File: src/rtl/gpu_queue_arbiter.sv
// Round-robin arbiter draining NUM_SRC registered-output command queues into one valid/ready stream.
// Optional build macro GPU_ARB_PRIORITY_EN gives source 0 strict priority over the rotation.
module gpu_queue_arbiter #(
    parameter int NUM_SRC = 4,
    parameter int WIDTH   = 32,
    parameter int SRC_W   = (NUM_SRC > 1) ? $clog2(NUM_SRC) : 1
) (
    input  logic                     clk,
    input  logic                     rstn,
    input  logic [NUM_SRC*WIDTH-1:0] src_data,
    input  logic [NUM_SRC-1:0]       src_empty,
    output logic [NUM_SRC-1:0]       src_pop,
    input  logic [NUM_SRC-1:0]       src_mask,
    output logic [WIDTH-1:0]         out_data,
    output logic [SRC_W-1:0]         out_src,
    output logic                     out_valid,
    input  logic                     out_ready
);

    localparam logic [1:0] ST_IDLE = 2'd0;
    localparam logic [1:0] ST_WAIT = 2'd1;
    localparam logic [1:0] ST_HOLD = 2'd2;

    localparam logic [SRC_W-1:0] LAST_INIT = SRC_W'(NUM_SRC - 1);

    logic [1:0]       r_state;
    logic [SRC_W-1:0] r_last;
    logic [SRC_W-1:0] r_gsel;
    logic [WIDTH-1:0] r_out_data;
    logic [SRC_W-1:0] r_out_src;
    logic             r_out_valid;

    logic [NUM_SRC-1:0] w_elig;
    logic [SRC_W-1:0]   w_pick;
    logic               w_found;
    logic               w_keep_last;
    logic               w_issue;
    logic               w_grant;
    logic [WIDTH-1:0]   w_words [NUM_SRC];
    logic [WIDTH-1:0]   w_src_word;

    assign w_elig = ~src_empty & src_mask;

    genvar g;
    generate
        for (g = 0; g < NUM_SRC; g++) begin : g_word
            assign w_words[g] = src_data[g*WIDTH +: WIDTH];
        end
    endgenerate

    assign w_src_word = w_words[r_gsel];

    // Search starts one past the last grant and wraps modulo NUM_SRC, not 2^SRC_W.
    always_comb begin
        int unsigned v_idx;
        v_idx       = 0;
        w_pick      = '0;
        w_found     = 1'b0;
        w_keep_last = 1'b0;
        for (int unsigned k = 1; k <= NUM_SRC; k++) begin
            v_idx = (32'(r_last) + k) % NUM_SRC;
            if (!w_found && w_elig[v_idx[SRC_W-1:0]]) begin
                w_pick  = v_idx[SRC_W-1:0];
                w_found = 1'b1;
            end
        end
`ifdef GPU_ARB_PRIORITY_EN
        // Source 0 pre-empts the rotation without advancing it.
        if (w_elig[0]) begin
            w_pick      = '0;
            w_found     = 1'b1;
            w_keep_last = 1'b1;
        end
`else
        w_keep_last = 1'b0;
`endif
    end

    assign w_issue = (r_state == ST_IDLE) || ((r_state == ST_HOLD) && out_ready);
    assign w_grant = w_issue && w_found;

    always_comb begin
        src_pop = '0;
        if (rstn && w_grant) begin
            src_pop[w_pick] = 1'b1;
        end
    end

    always_ff @(posedge clk or negedge rstn) begin
        if (!rstn) begin
            r_state     <= ST_IDLE;
            r_last      <= LAST_INIT;
            r_gsel      <= '0;
            r_out_data  <= '0;
            r_out_src   <= '0;
            r_out_valid <= 1'b0;
        end else begin
            case (r_state)
                ST_IDLE: begin
                    if (w_grant) begin
                        r_gsel  <= w_pick;
                        if (!w_keep_last) begin
                            r_last <= w_pick;
                        end
                        r_state <= ST_WAIT;
                    end
                end
                ST_WAIT: begin
                    r_out_data  <= w_src_word;
                    r_out_src   <= r_gsel;
                    r_out_valid <= 1'b1;
                    r_state     <= ST_HOLD;
                end
                ST_HOLD: begin
                    if (out_ready) begin
                        r_out_valid <= 1'b0;
                        if (w_grant) begin
                            r_gsel  <= w_pick;
                            if (!w_keep_last) begin
                                r_last <= w_pick;
                            end
                            r_state <= ST_WAIT;
                        end else begin
                            r_state <= ST_IDLE;
                        end
                    end
                end
                default: begin
                    r_state <= ST_IDLE;
                end
            endcase
        end
    end

    assign out_data  = r_out_data;
    assign out_src   = r_out_src;
    assign out_valid = r_out_valid;

endmodule
File: config.mk
export PLATFORM = sky130hd
export DESIGN_NAME = gpu_queue_arbiter
export DESIGN_NICKNAME = d
export VERILOG_FILES = /design/src/rtl/gpu_queue_arbiter.sv
export SDC_FILE = /design/constraint.sdc
export NUM_CORES = 1
export LEC_CHECK = 0
export BUFFER_PORTS_ARGS = -buffer_cell sky130_fd_sc_hd__buf_2
export CORE_MARGIN = 4
export CORE_UTILIZATION = 39
export CTS_BUF_LIST = sky130_fd_sc_hd__clkbuf_2
export CTS_CLUSTER_DIAMETER = 50
export DETAILED_ROUTE_END_ITERATION = 10
export GPL_ROUTABILITY_DRIVEN = 0
export GPL_TIMING_DRIVEN = 0
export PLACE_DENSITY_LB_ADDON = 0.15
export SLEW_MARGIN = 20
export SYNTH_ARGS = -nofsm -noshare
export SYNTH_HDL_FRONTEND = slang
export SYNTH_SLANG_ARGS = --single-unit
File: constraint.sdc
create_clock -name clk -period 2.67 [get_ports clk]
set_input_delay 0 -clock clk [delete_from_list [all_inputs] [get_ports clk]]
set_output_delay 0 -clock clk [all_outputs]
set_load 0.01 [all_outputs]
==> flow_summary.json <==
{
  "clock_skew_ps": 30.5,
  "drc": 0,
  "syn_avg_cell_area_um2": 16.4,
  "max_stage_delay_ps": 570,
  "slew_headroom_pct": 38.7,
  "ys_ff_latch": 41,
  "cts_buffer_depth": 2,
  "max_freq_mhz": 424,
  "startpoint": "r_gsel[1]",
  "cp-end-kind": "flop",
  "tns_ps": 0,
  "via_per_inst": 5.12,
  "setup_ws_ps": 311,
  "syn2layout_area_growth_pct": 43.5,
  "ys_top_cells_by_count": "dfrtp_1, mux4_2, mux2_4, mux2_2",
  "core_area_mm2": 0.00642,
  "hold_slack_ps": 27.7,
  "synth.area.top_cells": "dfrtp_1, mux4_2, mux2_4, mux2_2, mux4_1",
  "fin_crit_sh_pct": 88.3,
  "synth_fp_nets": 298,
  "p_leak_nw": 1.85,
  "tightest_slew_ps": 919,
  "die_h_um": 89.7,
  "n_antenna_cell": 0,
  "drive_gt1_share_pct": 74.9,
  "drt_iter0_markers": 37,
  "p_int_mw": 2.38,
  "grt_pass1_wl_mm": 10.1,
  "rsz0062_at_grt": "no",
  "slew_viol_final": 0,
  "comb_power_share_pct": 62.1,
  "cpLargestDelayFamily": "buffers and inverters",
  "reg2regPathDepth": 5,
  "rows": 29,
  "synthFlopType": "dfrtp_1",
  "fin_crit_ps": 2360,
  "synth-edff-count": 0,
  "dp_cells": 413,
  "worst-path-buf-inv": 3,
  "nNetsFinal": 493,
  "r2r_end": "out_data[19]",
  "syn-cell-area_mm2": 0.00260,
  "p_switching_mw": 1.28,
  "clockPowerShare_pct": 7.1,
  "hold_start": "src_data[53]",
  "cpMaxStageDelayCell": "dlygate4sd3_1",
  "p_sw_share_pct": 35.0,
  "whs_endpoint": "out_data[21]",
  "yosysUniqueCellTypes": 33,
  "status": "completed",
  "vias": 2211,
  "critPathKind": "flop to flop",
  "synth_warnings": 0,
  "grtUsageTotal_pct": 16.5,
  "seqPwrFrac_pct": 30.8,
  "cts_tree": "done",
  "maxCapViolCount": 0,
  "worstPathMaxFanout": 10,
  "cts_resized": 0,
  "insertion_delay_ps": 400,
  "die_w_um": 89.7,
  "postSynth.asyncResetShare_pct": 100,
  "whs_path_depth": 3,
  "placed_cell_area_mm2": 0.00358,
  "first_global_vias": 2226,
  "crit_chain": "buf_2 > clkbuf_1 > mux4_2 > dlygate4sd3_1 > mux2_4",
  "wl_mm": 7.00,
  "dpl_worst_slack_ps": 858,
  "dieArea_mm2": 0.00804,
  "fin_area_mm2": 0.00373,
  "r2r_start": "r_gsel[1]",
  "place_hpwl_mm": 5.67,
  "hold_path_class": "input pin to flop",
  "ios": 178,
  "avgRoutedWirePerCell_um": 16.2,
  "synth_top_area_share_pct": 37.5,
  "synth_seq_area_share_pct": 39.6,
  "grt_max_degree": 43,
  "yosysMostFrequentCell": "dfrtp_1",
  "antenna_found_initial": 0,
  "rrSetupSlack_ps": 310,
  "cts.clk_slew.worst_paths_ps": 210,
  "finalPower_mw": 3.66,
  "cp-start-kind": "flop",
  "p_per_area_mw_per_mm2": 981,
  "setup_viol": 0,
  "io_buffers": 177,
  "worstPathRequired_ps": 2990,
  "yosys.area.top_type": "dfrtp_1",
  "cts_root_buf": "clkbuf_2",
  "cts_buffers": 5,
  "drtPass1Iterations": 4,
  "initial_utilization_pct": 40.5,
  "grt-ovfl-total": 0,
  "stdcell_count": 432,
  "hold_viol": 0,
  "htree_levels": 2,
  "cts.sinks": 41,
  "final_util_pct": 58.1,
  "arrival_ps": 2680,
  "ant_nets": 0,
  "worst_ir_drop_vdd_uv": 361,
  "netlist_instances": 159
}
[metal layers]
metal  routed length (µm)  track usage [%]
met1                 2770             19.8
met2                 3510             28.6
met3                  653             5.38
met4                   68             4.47
met5                    0                0
[state kept, by name (all words and copies together) (netlist names)]
signal     flops
out_data      32
out_src        2
r_gsel         2
r_last         2
r_state        2
out_valid      1
[worst reg2reg max path, cell delays in order, from the launching register on]
cell and delay [ps]:
dfrtp_1 370, buf_2 170, clkbuf_1 520, mux4_2 400
dlygate4sd3_1 570, mux2_4 250
[kinds of logic after synthesis]
logic type | after synthesis | share of synthesized area [%]
mux | 68 | 47.1
flops | 41 | 39.6
simple gates | 25 | 6.93
buf+inv | 14 | 3.42
compound gates | 11 | 3.03
[repair_timing]
item / 4_1_cts / 5_1_grt
hold endpoints to repair: 41 / 5
buffers inserted: 0 / 0
hold buffers: 2 / 9
[placed cells by master (no fill, tap or decap), types with 2 or more instances in the layout]
cell type,count
mux4_2,28
buf_6,4
nor3b_1,2
inv_1,2
mux2_2,14
mux2_4,22
clkbuf_2,7
dfstp_2,2
buf_2,182
nor3b_2,2
dlygate4sd3_1,11
nor2b_1,3
clkbuf_1,3
nor2_1,2
a21oi_1,5
mux4_1,4
dfrtp_1,39
nand2b_1,3
nor3_1,2
a21o_1,2
[cell type report]
cell class,instances,area (µm²)
Fill cell,565,2690
Tap cell,77,96.3
Inverter,2,7.51
Buffer,12,81.3
Timing Repair Buffer,188,996
Multi-Input combinational cell,104,1480
Clock inverter,1,3.75
Sequential cell,41,1030
Clock buffer,7,35.0
[power groups by stage]
stage / logic (mW) / registers, mW / clock network, mW
final: 2.27 / 1.13 / 0.261
after global routing: 2.46 / 1.17 / 0.300
after CTS: 2.27 / 1.13 / 0.274
after global placement: 2.23 / 1.13 / 0
after floorplan: 1.47 / 1.26 / 0
after detailed placement: 2.27 / 1.14 / 0
[worst max-delay path by stage]
stage,cells after the start,slack (ps),end
floorplan,4,1170,out_data[10]
global placement,4,910,out_data[3]
detailed placement,4,860,out_data[11]
CTS,5,560,src_pop[3]
global route,5,210,out_data[25]
finish,5,310,out_data[19]
No activity file was read; power rests on OpenSTA's default activity.
